**src/rtl/posit_pkg.sv**
```systemverilog
// Shared posit helpers: width functions and the decoded-operand record
// consumed by the PDPU stages.
package posit_pkg;

  function automatic int unsigned clog2(input int unsigned v);
    int unsigned r;
    int unsigned x;
    r = 0;
    x = 1;
    while (x < v) begin
      x = x << 1;
      r = r + 1;
    end
    return r;
  endfunction

  function automatic int unsigned exp_width(input int unsigned n, input int unsigned es);
    return clog2(n - 1) + es;
  endfunction

  function automatic int unsigned mant_width(input int unsigned n, input int unsigned es);
    return n - es - 3;
  endfunction

  localparam int unsigned N_DEF  = 16;
  localparam int unsigned ES_DEF = 1;

  typedef struct packed {
    logic                                sign;
    logic [exp_width(N_DEF, ES_DEF):0]  rg_exp;
    logic [mant_width(N_DEF, ES_DEF):0] mant_norm;
    logic                                zero;
    logic                                nar;
  } posit_dec_t;

endpackage

```
**src/rtl/posit_regime_lzc.sv**
```systemverilog
// Regime run-length counter: length of the run of bits equal to the MSB,
// saturating at the full field width.
module posit_regime_lzc
  import posit_pkg::*;
#(
  parameter int unsigned n  = 16,
  parameter int unsigned CW = clog2(n)
) (
  input  logic [n-2:0]  bits,
  output logic [CW-1:0] run_len
);

  logic [n-2:0] inv;
  logic         done;

  always_comb begin
    inv     = bits[n-2] ? ~bits : bits;
    run_len = '0;
    done    = 1'b0;
    for (int unsigned i = 0; i < n - 1; i++) begin
      if (!done) begin
        if (inv[n-2-i]) done = 1'b1;
        else            run_len = run_len + CW'(1);
      end
    end
  end

endmodule

```
**src/rtl/posit_decoder_pipe.sv**
```systemverilog
// Two-stage posit decoder: S1 takes sign/magnitude and regime run length,
// S2 strips the regime and emits combined regime/exponent plus mantissa.
module posit_decoder_pipe
  import posit_pkg::*;
#(
  parameter int unsigned n          = 16,
  parameter int unsigned es         = 1,
  parameter int unsigned nd         = clog2(n - 1),
  parameter int unsigned EXP_WIDTH  = exp_width(n, es),
  parameter int unsigned MANT_WIDTH = mant_width(n, es)
) (
  input  logic                clk_i,
  input  logic                rst_ni,
  input  logic                in_valid_i,
  output logic                in_ready_o,
  input  logic [n-1:0]        posit_i,
  output logic                out_valid_o,
  input  logic                out_ready_i,
  output logic                sign_o,
  output logic [EXP_WIDTH:0]  rg_exp_o,
  output logic [MANT_WIDTH:0] mant_norm_o,
  output logic                zero_o,
  output logic                nar_o
);

  localparam int unsigned CW = clog2(n);

  logic          s1_v, s1_sign, s1_zero, s1_nar;
  logic [n-2:0]  s1_abs;
  logic [CW-1:0] s1_m;

  logic [n-1:0]  neg;
  logic [n-2:0]  abs_d;
  logic [CW-1:0] m_d;
  logic          zero_d, nar_d;

  logic              s2_en;
  logic [CW:0]       m_ext, k;
  logic [n-2:0]      sh;
  logic [EXP_WIDTH:0] rg_exp_d;
  logic [MANT_WIDTH-1:0] frac;
  logic              special;
  logic              unused_bits;

  assign s2_en      = !out_valid_o || out_ready_i;
  assign in_ready_o = !s1_v || s2_en;

  assign neg    = ~posit_i + n'(1);
  assign abs_d  = posit_i[n-1] ? neg[n-2:0] : posit_i[n-2:0];
  assign zero_d = (posit_i == '0);
  assign nar_d  = (posit_i == {1'b1, {(n-1){1'b0}}});

  posit_regime_lzc #(.n(n), .CW(CW)) u_lzc (
    .bits    (abs_d),
    .run_len (m_d)
  );

  // Shifting out m+1 bits drops regime and terminator; a saturated regime
  // has no terminator and the shift simply leaves nothing behind.
  assign m_ext = {1'b0, s1_m};
  assign k     = s1_abs[n-2] ? (m_ext - (CW+1)'(1)) : ((CW+1)'(0) - m_ext);
  assign sh    = s1_abs << (m_ext + (CW+1)'(1));
  assign frac  = sh[n-2-es -: MANT_WIDTH];

  if (es > 0) begin : g_exp
    assign rg_exp_d = {k[nd:0], sh[n-2 -: es]};
  end else begin : g_noexp
    assign rg_exp_d = k[nd:0];
  end

  assign special     = s1_zero || s1_nar;
  assign unused_bits = ^{neg[n-1], sh[1:0]};

  always_ff @(posedge clk_i or negedge rst_ni) begin
    if (!rst_ni) begin
      s1_v        <= 1'b0;
      s1_sign     <= 1'b0;
      s1_zero     <= 1'b0;
      s1_nar      <= 1'b0;
      s1_abs      <= '0;
      s1_m        <= '0;
      out_valid_o <= 1'b0;
      sign_o      <= 1'b0;
      rg_exp_o    <= '0;
      mant_norm_o <= '0;
      zero_o      <= 1'b0;
      nar_o       <= 1'b0;
    end else begin
      if (in_ready_o) begin
        s1_v <= in_valid_i;
        if (in_valid_i) begin
          s1_sign <= posit_i[n-1];
          s1_zero <= zero_d;
          s1_nar  <= nar_d;
          s1_abs  <= abs_d;
          s1_m    <= m_d;
        end
      end
      if (s2_en) begin
        out_valid_o <= s1_v;
        if (s1_v) begin
          sign_o      <= s1_sign;
          rg_exp_o    <= special ? '0 : rg_exp_d;
          mant_norm_o <= special ? '0 : {1'b1, frac};
          zero_o      <= s1_zero;
          nar_o       <= s1_nar;
        end
      end
    end
  end

endmodule

```
**config.mk**
```make
export PLATFORM = sky130hd
export DESIGN_NAME = posit_decoder_pipe
export DESIGN_NICKNAME = d
export VERILOG_FILES = /design/src/rtl/posit_pkg.sv /design/src/rtl/posit_regime_lzc.sv /design/src/rtl/posit_decoder_pipe.sv
export SDC_FILE = /design/constraint.sdc
export NUM_CORES = 1
export LEC_CHECK = 0
export BUFFER_PORTS_ARGS = -buffer_cell sky130_fd_sc_hd__buf_2
export CAP_MARGIN = 20
export CORE_UTILIZATION = 45
export DETAILED_ROUTE_END_ITERATION = 6
export PLACE_DENSITY = 0.74
export SLEW_MARGIN = 10
export SYNTH_ARGS = -nofsm -noshare
export SYNTH_HDL_FRONTEND = slang
export SYNTH_SLANG_ARGS = --single-unit
```
**constraint.sdc**
```tcl
create_clock -name clk_i -period 3.9 [get_ports clk_i]
set_input_delay 0.195 -clock clk_i [delete_from_list [all_inputs] [get_ports clk_i]]
set_output_delay 0.195 -clock clk_i [all_outputs]
set_load 0.02 [all_outputs]
```
==> impl_metrics.toml, run 1 <==
[status]
status = "complete, but fails checks"
violations = "negative setup slack"

[synthesis]
synth.most_common_cell = "nand2_1"
synthTopCellsByArea = "dfrtp_1 (31%), mux4_2 (6.1%), mux2i_1 (5.7%)"
syn_inst = 410
seq_area_frac_synth = 0.311
yosys_warnings = 0
syn-num-nets = 441
syn_avg_cell_area_um2 = 9.04
ys.flop_type = "dfrtp_1"
synth_area_um2 = 3700
synth_commonest_cells = "nand2_1 (47), dfrtp_1 (46), o21ai_0 (31)"
yosysTopAreaCell = "dfrtp_1"
async_reset_ff_frac = 1.00
synth_edf_count = 0
post-synth-top-area-fraction = 0.311
ys_types = 59
ys_ff_latch = 46

[worst_hold_path]
whs_path_depth = 2
holdCritStartpoint = "in_valid_i"
min_to = "s1_abs[6]$_DFFE_PN0P_"
hp-class = "in -> reg"

[cells_and_area]
fillers = 623
nets = 577
diodes = 0
area_growth_pct = 40.7
drive_above_1_share = 0.408

[global_route]
grt_use_total = 0.227
grt_max_degree = 47
grt_overflow = 0
antenna_found_initial = 0
grt_pass1_wl_um = 15900
grt_pass1_vias = 3568

[cts]
tritoncts = "built"
clkTransAtPathRegs_ps = 90
clockBufferDepth = 2
worstSkewPairLatency_ps = 300
cts.htree.levels = 2
root_buffer = "clkbuf_8"
cts.sinks = 46
numCtsBuffers = 5

[timing]
slew_viol_final = 0
timing.final.crit_share = 1.34
max_freq_ghz = 0.191
finalHoldViolCount = 0
tns_ps = -2990
slew_headroom = 0.458
worstMarginPinSlew_ps = 812
hold-worst-slack_ps = 142
setup_violations = 3
fin_crit_ps = 5240
setup_ws_ps = -1340
fin_skew_ps = 7.88
rsz0062_at_grt = "yes"

[worst_setup_path]
r2r_end = "mant_norm_o[6]$_DFFE_PN0P_"
cp_max_fo = 6
worstPathArrival_ps = 5420
startpoint_type = "input port"
r2r_start = "s1_m[0]$_DFFE_PN0P_"
path_common_cell = "ha_4"
r2r_cells = 7
critical-path-max-stage-delay_ps = 590
required_ps = 4080
slowest_stage = "or4_4"
critPathCaptureType = "register"
path_class = "in -> reg"
rrSetupSlack_ps = 1180

[placement]
pre_cts_ws_ps = -1850
gp_congestion = 0.928
dp_hpwl_um = 7470
numPortBuffers = 43

[floorplanning]
initial_core_util = 0.472
die_area_um2 = 8600
die_w_um = 92.7
die_h_um = 92.7
rows = 32
core_um2 = 7850
ios = 44

[routing]
drc = 0
routed_via_density = 5.62
wl_per_cell_um = 14.8
via_count = 3650
wl_um = 9630
drtIter0Drc = 162
final_antenna_net_count = 0
firstDrtPassIters = 4

[power_and_ir_drop]
peakVddDrop_uv = 176
power.total_mw = 2.26
cellLeakagePower_nw = 2.37
cellPowerDensity_nw_per_um2 = 434

[run]
drv_cap = 0
==> flip-flops by register name, summed over array words and instances, names as in the netlist, 4 cells and up <==
signal	flops
mant_norm_o	13
s1_m	4
s1_abs	15
rg_exp_o	6
==> power breakdown <==
group | total [mW] | switching, mW | internal [mW]
registers | 0.688 | 0.0907 | 0.597
logic | 1.16 | 0.606 | 0.550
clock network | 0.419 | 0.163 | 0.257
total | 2.26 | 0.859 | 1.40
==> stage by stage <==
| stage | util | instances | cell area [µm²] |
|---|---|---|---|
| after floorplan | - | 410 | 3840 |
| after global placement | 0.610 | 628 | 4790 |
| after detailed placement | 0.610 | 628 | 4790 |
| after CTS | 0.632 | 638 | 4960 |
| after global routing | 0.664 | 649 | 5210 |
| final | 0.664 | 649 | 5210 |
==> worst max-delay path, delay by kind of cell <==
| family | cells | cell delay, ps |
|---|---|---|
| buf+inv | 5 | 490 |
| compound gates | 8 | 1630 |
| simple gates | 10 | 1560 |
| fa+ha+maj | 5 | 1100 |
| xor+xnor | 3 | 420 |
==> logic make-up after synthesis <==
logic type               count (synthesis)  synth area share
flip-flops                              46             0.311
AND/OR/NAND/NOR                        144             0.193
XOR/XNOR                                31            0.0733
buffers and inverters                   34            0.0409
AO/OA/AOI/OAI                          108             0.211
multiplexers                            36             0.134
adder cells (fa/ha/maj)                 11            0.0371
==> how the worst max path moves through the flow <==
stage,end,start
5_1_grt,s1_m[2]$_DFFE_PN0P_,posit_i[0]
3_5_place_dp,s1_m[2]$_DFFE_PN0P_,posit_i[4]
4_1_cts,s1_m[2]$_DFFE_PN0P_,posit_i[3]
3_3_place_gp,s1_m[2]$_DFFE_PN0P_,posit_i[4]
6_report,s1_m[2]$_DFFE_PN0P_,posit_i[5]
2_1_floorplan,s1_m[2]$_DFFE_PN0P_,posit_i[6]
==> cell usage in the layout, fill, tap and decap left out, types with 12 or more instances in the layout <==
cell type,count
xnor2_1,13
buf_4,107
nor2_1,26
buf_2,41
xor2_1,14
nand2_1,44
dfrtp_1,46
o21ai_0,29
mux2i_1,21
nor3_1,12
==> what timing repair did <==
action / CTS / global route
pin swaps: 11 / 24
endpoints found under the hold margin: 0 / 23
setup endpoints to repair: 3 / 3
setup buffers: 2 / 9
gates resized for setup: 6 / 25
hold buffers: 0 / 1
==> per-layer routing <==
| metal | track usage | vias to the layer above | wire (µm) |
|---|---|---|---|
| li1 | - | 1798 | - |
| met1 | 0.267 | 1772 | 4020 |
| met2 | 0.430 | 67 | 5180 |
| met3 | 0.0205 | 13 | 264 |
| met4 | 0.0718 | 0 | 161 |
| met5 | 0 | - | 0 |
==> area by class of cell <==
class | count | area [µm²] | area share
multi-input cells | 330 | 2680 | 0.514
clock buffers | 5 | 68.8 | 0.0132
well taps | 102 | 128 | 0.0245
inverters | 10 | 37.5 | 0.00720
repair buffers | 153 | 1080 | 0.207
flip-flops and latches | 46 | 1150 | 0.221
clock inverters | 3 | 68.8 | 0.0132
Note: power is estimated with default switching activity, not from simulation.
==> run 2, diff against run 1 <==
Settings changed: BUFFER_PORTS_ARGS -buffer_cell sky130_fd_sc_hd__buf_2 to default, CORE_UTILIZATION 45 to 40, DONT_BUFFER_PORTS from default to 1, PLACE_DENSITY 0.74 to 0.64.
==> run 2 against run 1 <==
Compared with the run above:
- the flow finishes with violations (design-rule violations, negative setup slack)
- sequential cell count unchanged
- sequential share of layout area rose by 1.9 points
- hold slack lost 130 ps
- non-clock buffer count fell by 65
- critical path depth decreased by 1
- combinational power down 22%
- via count decreased by 8.4%
- first-iteration DRC count down 41%
- core utilization is 12 points lower
- fmax about the same
- critical path type unchanged
==> impl_metrics.toml, run 2 (same netlist as run 1, synthesis figures left out) <==
[cells_and_area]
final_common_cell = "buf_4"
nets = 512
fillers = 816
regMostFlops = "s1_abs"
drive_above_1_share = 0.328
diodes = 0
regArea_um2 = 1150
largest_register_ffs = 15
stdcell_area_um2 = 4800
area_growth_pct = 29.7
reg_top3 = "s1_abs: 15 flops, mant_norm_o: 13 flops, rg_exp_o: 6 flops"
layout_common_cells = "buf_4 (83), nand2_1 (46), dfrtp_1 (46)"
multi_input_area_um2 = 2690

[floorplanning]
core_um2 = 8850
die_area_um2 = 9650
rows = 34
initial_core_util = 0.419
ios = 44
die_w_um = 98.2
die_h_um = 98.2

[worst_setup_path]
slowest_stage = "or4_4"
startpoint_type = "input port"
required_ps = 4080
critPathCaptureType = "register"
worstPathArrival_ps = 5410
cp_max_fo = 7
crit_family = "compound AO/OA/AOI/OAI gates"
path_common_cell = "nand2_1"
crit_buf_inv = 4
critical-path-max-stage-delay_ps = 580
path_class = "in -> reg"

[routing]
wl_met3_um = 348
routed_via_density = 5.67
m1WireLength_um = 4210
final_antenna_net_count = 0
drc = 6
drtIter0Drc = 96
top_layer = "met4"
firstDrtPassIters = 7
wl_per_cell_um = 15.4
wl_um = 9100
wl_met2_um = 4480
via_count = 3344

[timing]
slew_viol_final = 0
rsz0062_at_grt = "yes"
fin_crit_ps = 5240
slew_headroom = 0.502
timing.final.crit_share = 1.34
setup_violations = 3
worstMarginPinSlew_ps = 745
max_freq_ghz = 0.191
finalHoldViolCount = 0
fin_skew_ps = 8.16
setup_ws_ps = -1340
hold-worst-slack_ps = 10.7

[power_and_ir_drop]
cellPowerDensity_nw_per_um2 = 428
peakVddDrop_uv = 203
cellLeakagePower_nw = 2.06

[cts]
tritoncts = "built"
worstSkewPairLatency_ps = 290
cts.htree.levels = 2
numCtsBuffers = 5
clockBufferDepth = 2
clkTransAtPathRegs_ps = 80
cts.sinks = 46
root_buffer = "clkbuf_8"

[global_route]
antenna_found_initial = 0
grt_overflow = 0
grt_pass1_vias = 3183
grt_max_degree = 47
grt_use_total = 0.190
grt_pass1_wl_um = 15200

[status]
status = "complete, but fails checks"
violations = "design-rule violations, negative setup slack"

[placement]
post_dp_cell_area_um2 = 4390
numPortBuffers = 0
dp_hpwl_um = 6900
gp_congestion = 0.855

[run]
drv_cap = 0

[worst_hold_path]
hp-class = "in -> reg"
[run 2: cell count changes in the layout (fill, tap and decap cells not counted), moves of 2 or more]
cell | before | now
buf_2 | 41 | 1
buf_4 | 107 | 83
buf_6 | 3 | 0
dlygate4sd3_1 | 1 | 3
ha_2 | 1 | 3
nand2_1 | 44 | 46
nand2_2 | 2 | 0
o31ai_2 | 0 | 2
xor2_1 | 14 | 11
xor2_2 | 4 | 7
[run 2: final timing paths]
path	startpoint	endpoint	slack (ps)	cells past startpoint
setup / recovery	posit_i[3]	s1_m[2]$_DFFE_PN0P_	-1340	30
hold / removal	in_valid_i	s1_abs[6]$_DFFE_PN0P_	10	1
setup reg to reg	s1_m[0]$_DFFE_PN0P_	mant_norm_o[6]$_DFFE_PN0P_	1160	7
hold reg to reg	s1_sign$_DFFE_PN0P_	s1_sign$_DFFE_PN0P_	490	2
max in group asynchronous	rst_ni	s1_abs[3]$_DFFE_PN0P_	3330	2
min in group asynchronous	rst_ni	mant_norm_o[10]$_DFFE_PN0P_	370	2
[run 2: where the power goes]
group / total (mW) / switching, mW / internal [mW]
clock network: 0.342 / 0.151 / 0.191
registers: 0.812 / 0.215 / 0.597
logic: 0.901 / 0.430 / 0.470
[run 2: layout make-up]
cell class | instances | share of cell area
Sequential cell | 46 | 0.240
Inverter | 10 | 0.00781
Clock inverter | 2 | 0.00781
Tap cell | 108 | 0.0281
Multi-Input combinational cell | 330 | 0.560
Timing Repair Buffer | 88 | 0.141
Clock buffer | 6 | 0.0151
[run 2: repair_timing]
item	CTS	global route
resized for setup	14	15
hold endpoints to repair	48	0
endpoints found under the setup margin	3	3
hold buffers	4	0
buffers inserted	4	7
pin swaps	12	24
[run 2: per-layer routing]
layer | GRT usage | up-vias
met5 | 0 | -
met4 | 0.0482 | 0
met3 | 0.0279 | 4
met2 | 0.330 | 66
met1 | 0.247 | 1608
li1 | - | 1666
[run 2: per-stage QoR]
stage / utilization / instances / power, mW / setup TNS, ps / setup WS (ps)
final: 0.543 / 590 / 2.05 / -3050 / -1340
after global routing: 0.543 / 590 / 2.20 / -3740 / -1590
after CTS: 0.526 / 582 / 2.02 / -2790 / -1280
after detailed placement: 0.496 / 566 / 1.64 / -4080 / -1720
after global placement: 0.496 / 566 / 1.62 / -3810 / -1620
after floorplan: - / 410 / 1.42 / -3550 / -1530
==> run 3, diff against run 2 <==
Settings changed: ABC_AREA from default to 1.
==> run 3 against run 2 <==
Compared with the run above:
- register-to-register slack got worse by 190 ps
- synthesized cell count grew 31%
- hold slack better by 64 ps
- the run ends with negative setup slack left
- global-route usage decreased by 0.36 points
- sequential power up 3.6%
- clock power hardly changed
- die area down 1.8%
==> impl_metrics.toml, run 3 <==
[routing]
routed_via_density = 4.92
final_antenna_net_count = 0
drtIter0Drc = 164
firstDrtPassIters = 4
via_count = 3460
drc = 0
wl_per_cell_um = 12.3
wl_um = 8610

[synthesis]
syn-num-nets = 570
post-synth-top-area-fraction = 0.316
async_reset_ff_frac = 1.00
seq_area_frac_synth = 0.316
synthTopCellsByArea = "dfrtp_1 (32%), nand2_1 (19%), o21ai_0 (7.0%)"
syn_inst = 539
synth_edf_count = 0
syn_avg_cell_area_um2 = 6.75
synth_commonest_cells = "nand2_1 (182), inv_1 (63), o21ai_0 (51)"
ys_types = 43
ys_ff_latch = 46
synth.most_common_cell = "nand2_1"
yosys_warnings = 0
synth_area_um2 = 3640
yosysTopAreaCell = "dfrtp_1"
ys.flop_type = "dfrtp_1"

[worst_setup_path]
r2r_end = "mant_norm_o[10]$_DFFE_PN0P_"
critical-path-max-stage-delay_ps = 280
worstPathArrival_ps = 4330
path_common_cell = "nand2_1"
path_class = "in -> reg"
r2r_cells = 8
cp_max_fo = 3
critPathCaptureType = "register"
r2r_start = "s1_m[0]$_DFFE_PN0P_"
startpoint_type = "input port"
slowest_stage = "ha_4"
rrSetupSlack_ps = 970
required_ps = 4080

[timing]
setup_violations = 2
slew_headroom = 0.476
fin_skew_ps = 7.17
setup_ws_ps = -247
fin_crit_ps = 4150
slew_viol_final = 0
timing.final.crit_share = 1.06
rsz0062_at_grt = "yes"
worstMarginPinSlew_ps = 783
finalHoldViolCount = 0
hold-worst-slack_ps = 74.6
max_freq_ghz = 0.241

[global_route]
grt_max_degree = 47
grt_overflow = 0
grt_use_total = 0.186
antenna_found_initial = 0
grt_pass1_vias = 3397
grt_pass1_wl_um = 15000

[cts]
tritoncts = "built"
root_buffer = "clkbuf_8"
clockBufferDepth = 2
clkTransAtPathRegs_ps = 90
cts.sinks = 46
numCtsBuffers = 5
worstSkewPairLatency_ps = 290
cts.htree.levels = 2

[cells_and_area]
area_growth_pct = 27.1
instances_no_fill = 703
reg_top3 = "s1_abs: 15 flops, mant_norm_o: 13 flops, rg_exp_o: 6 flops"
final_common_cell = "nand2_1"
drive_above_1_share = 0.269
nets = 625
diodes = 0
regMostFlops = "s1_abs"
largest_register_ffs = 15
layout_common_cells = "nand2_1 (168), buf_4 (63), inv_1 (54)"
utilization = 0.528

[power_and_ir_drop]
peakVddDrop_uv = 207
power.total_mw = 2.00
cellLeakagePower_nw = 2.34
cellPowerDensity_nw_per_um2 = 432

[placement]
numPortBuffers = 0
gp_congestion = 0.903
dp_hpwl_um = 6240
dp.cells = 667
pre_cts_ws_ps = -641

[floorplanning]
die_h_um = 97.4
die_w_um = 97.4
ios = 44
core_um2 = 8760
die_area_um2 = 9480
initial_core_util = 0.415
rows = 34

[status]
violations = "negative setup slack"
status = "complete, but fails checks"

[worst_hold_path]
holdCritStartpoint = "posit_i[15]"
min_to = "s1_sign$_DFFE_PN0P_"
hp-class = "in -> reg"
whs_path_depth = 2

[run]
drv_cap = 0
run 3: cell types whose count changed after synthesis, sizes merged, moves of 7 or more:
cell / previous run / this run
inv: 10 / 69
nor2: 29 / 39
mux2i: 21 / 3
nand2: 47 / 199
nand3: 9 / 40
o31ai: 7 / 0
mux4: 10 / 0
nor3: 12 / 1
o21ai: 32 / 54
xor2: 18 / 10
a22o: 10 / 2
run 3: layer usage:
metal | routed length, µm | GRT usage | part of all wire | vias to the layer above
li1 | - | - | - | 1830
met1 | 3990 | 0.242 | 0.46 | 1545
met2 | 4170 | 0.318 | 0.48 | 71
met3 | 296 | 0.0331 | 0.034 | 14
met4 | 159 | 0.0498 | 0.018 | 0
met5 | 0 | 0 | 0 | -
run 3: what timing repair did:
action,in CTS,in global routing
buffers inserted,20,11
setup endpoints to repair,2,3
hold buffers,2,0
endpoints found under the hold margin,46,0
pin swaps,17,27
gates cloned,0,0
gates resized for setup,17,41
run 3: final cells by class:
type / instances / area (µm²)
fill: 840 / 4140
multi-input combinational: 405 / 2390
sequential: 46 / 1150
timing repair buffer: 65 / 510
inverter: 71 / 323
tap: 108 / 135
clock buffer: 6 / 72.6
clock inverter: 2 / 37.5
run 3: cells by family (layout without fill, tap and decap cells):
kind of cell               count (synthesis)  count (layout)  synth area share
buffers and inverters                     88             144            0.0946
adders and majority gates                 11              11            0.0378
AOI/OAI and AO/OA                         81              81             0.129
and+or+nand+nor                          291             291             0.366
muxes                                      3               3           0.00826
xor gates and xnor gates                  19              19            0.0478
DFF                                       46              46             0.316
run 3: critical path: cells and delay by family:
| kind | cells | cell delay [ps] |
|---|---|---|
| simple gates | 24 | 1920 |
| fa+ha+maj | 5 | 1170 |
| buf+inv | 7 | 370 |
| compound gates | 4 | 630 |
run 3: worst max path at each step:
| stage | startpoint | end | slack [ps] | cells after the start |
|---|---|---|---|---|
| floorplan | posit_i[1] | s1_m[1]$_DFFE_PN0P_ | -310 | 41 |
| global placement | posit_i[3] | s1_m[1]$_DFFE_PN0P_ | -520 | 40 |
| detailed placement | posit_i[3] | s1_m[1]$_DFFE_PN0P_ | -640 | 40 |
| CTS | posit_i[1] | s1_m[1]$_DFFE_PN0P_ | -140 | 40 |
| global route | posit_i[3] | s1_m[1]$_DFFE_PN0P_ | -480 | 39 |
| finish | posit_i[3] | s1_m[1]$_DFFE_PN0P_ | -250 | 40 |
run 3: power by group:
part	switching, mW	internal [mW]	total, mW
clock network	0.154	0.191	0.345
logic	0.472	0.339	0.811
registers	0.230	0.611	0.841
run 3: per-stage QoR:
step	cell area (µm²)	setup TNS, ps
2_1_floorplan	3710	-574
3_3_place_gp	4050	-1080
3_5_place_dp	4050	-1390
4_1_cts	4400	-221
5_1_grt	4620	-931
6_report	4620	-439
